**config.mk**
```make
export PLATFORM = sky130hd
export DESIGN_NAME = sync_fifo_param
export DESIGN_NICKNAME = d
export VERILOG_FILES = /design/src/rtl/fifo_pkg.sv /design/src/rtl/fifo_ram.sv /design/src/rtl/sync_fifo_param.sv
export SDC_FILE = /design/constraint.sdc
export NUM_CORES = 1
export LEC_CHECK = 0
export ABC_CLOCK_PERIOD_IN_PS = 3650
export CORE_MARGIN = 3
export CORE_UTILIZATION = 53
export CTS_BUF_LIST = sky130_fd_sc_hd__clkbuf_8
export CTS_CLUSTER_DIAMETER = 80
export CTS_CLUSTER_SIZE = 14
export DETAILED_ROUTE_END_ITERATION = 12
export PLACE_DENSITY = 0.74
export SKIP_LAST_GASP = 1
export SYNTH_ARGS = -nofsm -noshare
export SYNTH_HDL_FRONTEND = slang
export SYNTH_HIERARCHICAL = 1
export SYNTH_SLANG_ARGS = --single-unit
```
**constraint.sdc**
```tcl
create_clock -name clk -period 3.65 [get_ports clk]
set_clock_uncertainty 0.15 [all_clocks]
set_input_delay 0.365 -clock clk [delete_from_list [all_inputs] [get_ports clk]]
set_output_delay 0.365 -clock clk [all_outputs]
set_load 0.05 [all_outputs]
```
**src/rtl/fifo_pkg.sv**
```systemverilog
// Shared constants and elaboration-time helpers for the parametrised FIFO family.
package fifo_pkg;

   localparam int DEF_DATA_W    = 8;
   localparam int DEF_DEPTH     = 16;
   localparam int DEF_AE_THRESH = 2;
   localparam int DEF_FWFT      = 0;

   function automatic int clog2(input int value);
      int r;
      int v;
      r = 0;
      v = value - 1;
      while (v > 0) begin
         r = r + 1;
         v = v >> 1;
      end
      return r;
   endfunction

   function automatic bit is_pow2(input int value);
      return (value > 0) && ((value & (value - 1)) == 0);
   endfunction

   function automatic bit params_legal(input int data_w, input int depth,
                                       input int ae_thresh, input int af_thresh);
      return (data_w >= 1) && (depth >= 4) && is_pow2(depth) &&
             (ae_thresh >= 0) && (ae_thresh < af_thresh) && (af_thresh <= depth);
   endfunction

endpackage

```
**src/rtl/fifo_ram.sv**
```systemverilog
// Simple dual-port storage: one synchronous write port, one asynchronous read port.
module fifo_ram
   import fifo_pkg::*;
#(
   parameter int DATA_W = DEF_DATA_W,
   parameter int DEPTH  = DEF_DEPTH
) (
   input  logic                      clk,
   input  logic                      wr_en,
   input  logic [clog2(DEPTH)-1:0]   wr_addr,
   input  logic [DATA_W-1:0]         wr_data,
   input  logic [clog2(DEPTH)-1:0]   rd_addr,
   output logic [DATA_W-1:0]         rd_data
);

   logic [DATA_W-1:0] r_mem [DEPTH];

   always_ff @(posedge clk) begin
      if (wr_en) begin
         r_mem[wr_addr] <= wr_data;
      end
   end

   assign rd_data = r_mem[rd_addr];

endmodule

```
**src/rtl/sync_fifo_param.sv**
```systemverilog
// Single-clock FIFO with occupancy count, threshold flags, sticky error flags and optional FWFT read.
// Pointers carry one extra MSB so full and empty are distinguishable without a separate counter.
module sync_fifo_param
   import fifo_pkg::*;
#(
   parameter int DATA_W    = DEF_DATA_W,
   parameter int DEPTH     = DEF_DEPTH,
   parameter int AF_THRESH = DEPTH - 2,
   parameter int AE_THRESH = DEF_AE_THRESH,
   parameter int FWFT      = DEF_FWFT
) (
   input  logic                    clk,
   input  logic                    rst,
   input  logic                    wr_en,
   input  logic [DATA_W-1:0]       data_in,
   input  logic                    rd_en,
   input  logic                    err_clr,
   output logic [DATA_W-1:0]       data_out,
   output logic                    full,
   output logic                    empty,
   output logic                    almost_full,
   output logic                    almost_empty,
   output logic [clog2(DEPTH):0]   count,
   output logic                    overflow,
   output logic                    underflow
);

   localparam int AW = clog2(DEPTH);
   localparam logic [AW:0] DEPTH_C = (AW+1)'(DEPTH);
   localparam logic [AW:0] AF_C    = (AW+1)'(AF_THRESH);
   localparam logic [AW:0] AE_C    = (AW+1)'(AE_THRESH);

   if (!params_legal(DATA_W, DEPTH, AE_THRESH, AF_THRESH)) begin : g_bad_params
      $error("sync_fifo_param: illegal DATA_W/DEPTH/AE_THRESH/AF_THRESH combination");
   end

   logic [AW:0]       r_wr_ptr;
   logic [AW:0]       r_rd_ptr;
   logic [AW:0]       w_count;
   logic              w_wr_acc;
   logic              w_rd_acc;
   logic [DATA_W-1:0] w_ram_rd;
   logic              r_overflow;
   logic              r_underflow;

   assign w_count      = r_wr_ptr - r_rd_ptr;
   assign count        = w_count;
   assign empty        = (w_count == '0);
   assign full         = (w_count == DEPTH_C);
   assign almost_full  = (w_count >= AF_C);
   assign almost_empty = (w_count <= AE_C);

   // A read on a full FIFO frees the slot, so the write rides along in the same cycle.
   assign w_rd_acc = rd_en && !empty;
   assign w_wr_acc = wr_en && (!full || rd_en);

   fifo_ram #(
      .DATA_W (DATA_W),
      .DEPTH  (DEPTH)
   ) u_ram (
      .clk     (clk),
      .wr_en   (w_wr_acc),
      .wr_addr (r_wr_ptr[AW-1:0]),
      .wr_data (data_in),
      .rd_addr (r_rd_ptr[AW-1:0]),
      .rd_data (w_ram_rd)
   );

   always_ff @(posedge clk) begin
      if (rst) begin
         r_wr_ptr <= '0;
         r_rd_ptr <= '0;
      end else begin
         if (w_wr_acc) r_wr_ptr <= r_wr_ptr + 1'b1;
         if (w_rd_acc) r_rd_ptr <= r_rd_ptr + 1'b1;
      end
   end

   // A new rejection in the same cycle as err_clr leaves the flag set.
   always_ff @(posedge clk) begin
      if (rst) begin
         r_overflow  <= 1'b0;
         r_underflow <= 1'b0;
      end else begin
         if (wr_en && !w_wr_acc) r_overflow <= 1'b1;
         else if (err_clr)       r_overflow <= 1'b0;
         if (rd_en && !w_rd_acc) r_underflow <= 1'b1;
         else if (err_clr)       r_underflow <= 1'b0;
      end
   end

   assign overflow  = r_overflow;
   assign underflow = r_underflow;

   if (FWFT != 0) begin : g_fwft
      // Head word is only meaningful while non-empty; forcing zero otherwise keeps reset state clean.
      assign data_out = empty ? '0 : w_ram_rd;
   end else begin : g_std
      logic [DATA_W-1:0] r_dout;
      always_ff @(posedge clk) begin
         if (rst)           r_dout <= '0;
         else if (w_rd_acc) r_dout <= w_ram_rd;
      end
      assign data_out = r_dout;
   end

endmodule

```
==> summary.txt <==
Run status
  – Outcome: completed

Timing
  – Final Critical Period: between 3 and 4 ns
  – Final slew viol count: 0
  – RSZ-0062 raised after global routing: false
  – Fin crit share: between 90% and 100%
  – Fmax: around 290 MHz
  – Hold Violations, Final: 0
  – Max_slew headroom: 53.2%
  – Final worst setup slack: 0.206 ns
  – Setup violations, final: 0
  – Slew @ Worst Pin: 0.697 ns

Pwr
  – Combinational Power Share: approximately two fifths
  – Seq pwr share: 36.0%
  – Net Switching: 2060 uW
  – Clock share of power: 22.4%
  – VDD IR-drop max: just under 0.4 mV
  – Sw frac: between 30 and 40%
  – Int Power: 3590 uW
  – Power density cells: 774 nW/um^2
  – Leak: 0.00247 uW
  – Total power: 5650 uW

Clock tree
  – Max Buffers Root-to-Sink: 2
  – CTS Buf Count: 17
  – CTS clk-pin slew, worst paths: 0.08 ns
  – TritonCTS clock tree: yes
  – Clk Latency, worst-skew pair: 0.45 ns
  – Clock sinks: between 100 and 150
  – Post-CTS Hold Buffers: 0
  – Htree depth: 4
  – Post-CTS Setup Repair Bufs: 0
  – Clk root buf: clkbuf_8
  – Cts repair resizes: 0

Logic synthesis
  – Seq/Total Area, Yosys: 67.5%
  – Area leader, netlist: edfxtp_1
  – Yosys Warn Count: 6
  – Post-synth top flop: edfxtp_1
  – Syn avg cell area: 16.6 sq um
  – Synth top area share: approximately three fifths
  – Async S/R FF share, synth: 0%
  – Flops & latches, synth: 148
  – Post-synth EDFFs: 128
  – Syn nets: 398
  – Synth unique cells: 52
  – Mapped Area: 6290 sq um
  – Synth area leaders: edfxtp_1, mux4_2, dfxtp_1
  – Cells after Synth: 378

Finish
  – Nets: approximately 460
  – # diodes: 0
  – Proportion of layout cells with a drive suffix above 1: 20.6%
  – Commonest cells after routing, fill and taps aside: edfxtp_1, nand2_1, buf_4, nor2_1, clkdlybuf4s50_1
  – Final core utilization: 63.4%
  – Final instance area: about 7300 sq um
  – Area Growth Syn to Fin: 16.2%
  – Commonest non-fill, non-tap cell in the layout: edfxtp_1
  – Fill count: 815

Floorplan
  – Die ar.: 13,200 sq um
  – Core area: approximately 12,000 sq um
  – Initial Util: 54.6%
  – Die Span Y: 115 microns
  – Top-Level Pins: 32
  – Die width: 115 microns
  – Row count: 39

Worst setup path
  – Crit. End Element: output port
  – Kind of critical path: flop to output port
  – Arr. time, crit path: approximately 3 ns
  – Startpoint types: flop
  – R2R cell count: 11
  – Crit path max fanout: 9
  – WP data required: 3.13 ns

Worst hold path
  – HP Class: flop to flop
  – Cell depth of the worst hold path: 2

Global route
  – Global route total overflow: 0
  – Initial antenna violation count: 0
  – Vias in the first global route: ~3,400
  – Largest net degree at the start of global routing: 37
  – GRT Util Overall: 20.7%
  – First-pass GRT wire length: just under 20,000 microns

Placed design
  – DP HPWL: 8190 microns
  – Routability-driven placement congestion ratio: around 0.8
  – Pre-CTS setup slack: between 0.4 and 0.5 ns
  – Placement Cell Area: 6910 sq um
  – Port Buffers: 31

Drt
  – Detailed Route Iter0 Violations: 399
  – DR vias/cell: 6.10
  – Drt pass-1 iters: 5
  – Residual DRC count: 0
  – Routed WL per cell: 21.5 microns
  – Final WL: 12,700 microns
  – Via count: 3,599
  – Post-route ant nets: 0

Run
  – Max-cap check violation count: 0
==> logic make-up after synthesis <==
group | after synthesis | share of synthesized area (%)
muxes | 45 | 14.5
AOI/OAI and AO/OA | 41 | 4.87
adders and majority gates | 7 | 1.51
buffers and inverters | 29 | 2.75
and+or+nand+nor | 104 | 8.10
DFF | 148 | 67.5
xor gates and xnor gates | 4 | 0.796
==> path summary, 6_finish.rpt <==
| check | startpoint | endpoint | slack [ns] |
|---|---|---|---|
| min reg2reg | data_out[0]$_SDFFE_PP0P_ | data_out[0]$_SDFFE_PP0P_ | 0.31 |
| max reg2reg | r_wr_ptr[0]$_SDFFE_PP0P_ | u_ram/r_mem[3][5]$_DFFE_PP_ | 0.33 |
| min | data_out[0]$_SDFFE_PP0P_ | data_out[0]$_SDFFE_PP0P_ | 0.31 |
| max | r_wr_ptr[0]$_SDFFE_PP0P_ | almost_empty | 0.21 |
==> cell usage after synthesis (all sizes together), types with 3 or more instances <==
master	number
a21oi	6
a22oi	16
a31oi	4
buf	9
clkbuf	6
clkdlybuf4s25	3
dfxtp	20
edfxtp	128
ha	6
inv	11
mux2	4
mux2i	9
mux4	32
nand2	34
nand2b	4
nand3	8
nand3b	5
nor2	26
nor2b	4
nor3	9
nor3b	3
o311ai	3
xor2	3
==> power groups by stage <==
stage / Clock (uW) / Sequential (uW) / Combinational, uW
floorplan: 0 / 2250 / 1420
global placement: 0 / 2070 / 2330
detailed placement: 0 / 2070 / 2350
CTS: 1300 / 2040 / 2360
global route: 1370 / 2050 / 2490
finish: 1260 / 2040 / 2350
==> per-stage QoR <==
| step | cells | hold slack, ns | setup TNS [ns] |
|---|---|---|---|
| floorplan | 378 | 0.314 | -2.36 |
| global placement | 559 | 0.292 | 0 |
| detailed placement | 559 | 0.296 | 0 |
| CTS | 590 | 0.311 | 0 |
| global route | 590 | 0.326 | 0 |
| finish | 590 | 0.310 | 0 |
==> metal layers <==
metal	track usage, %	part of all wire [%]
met1	29.3	43
met2	30.8	48
met3	6.11	7.3
met4	7.75	1.7
met5	0	0
==> sequential cells by signal, indices dropped and copies added, names as in the netlist <==
signal,flops
data_out,8
overflow,1
r_rd_ptr,5
r_wr_ptr,5
u_ram/r_mem,128
underflow,1
==> cell type report <==
| cell class | count | area (sq um) | area share (%) |
|---|---|---|---|
| inverter | 11 | 41.3 | 0.565 |
| timing repair buffer | 56 | 533 | 7.30 |
| clock inverter | 14 | 165 | 2.26 |
| clock buffer | 17 | 234 | 3.20 |
| tap | 143 | 179 | 2.45 |
| multi-input combinational | 201 | 1910 | 26.1 |
| sequential | 148 | 4250 | 58.1 |
==> worst max-delay path: stages (launching register included) <==
cell       delay, ns
dfxtp_1         0.33
inv_1           0.08
ha_1            0.24
fa_1            0.47
nand2b_1        0.18
a21oi_1         0.22
xor2_2          0.18
buf_4           0.20
inv_2           0.12
a2111oi_4       0.27
buf_12          0.18
Note: power is estimated with default switching activity, not from simulation.
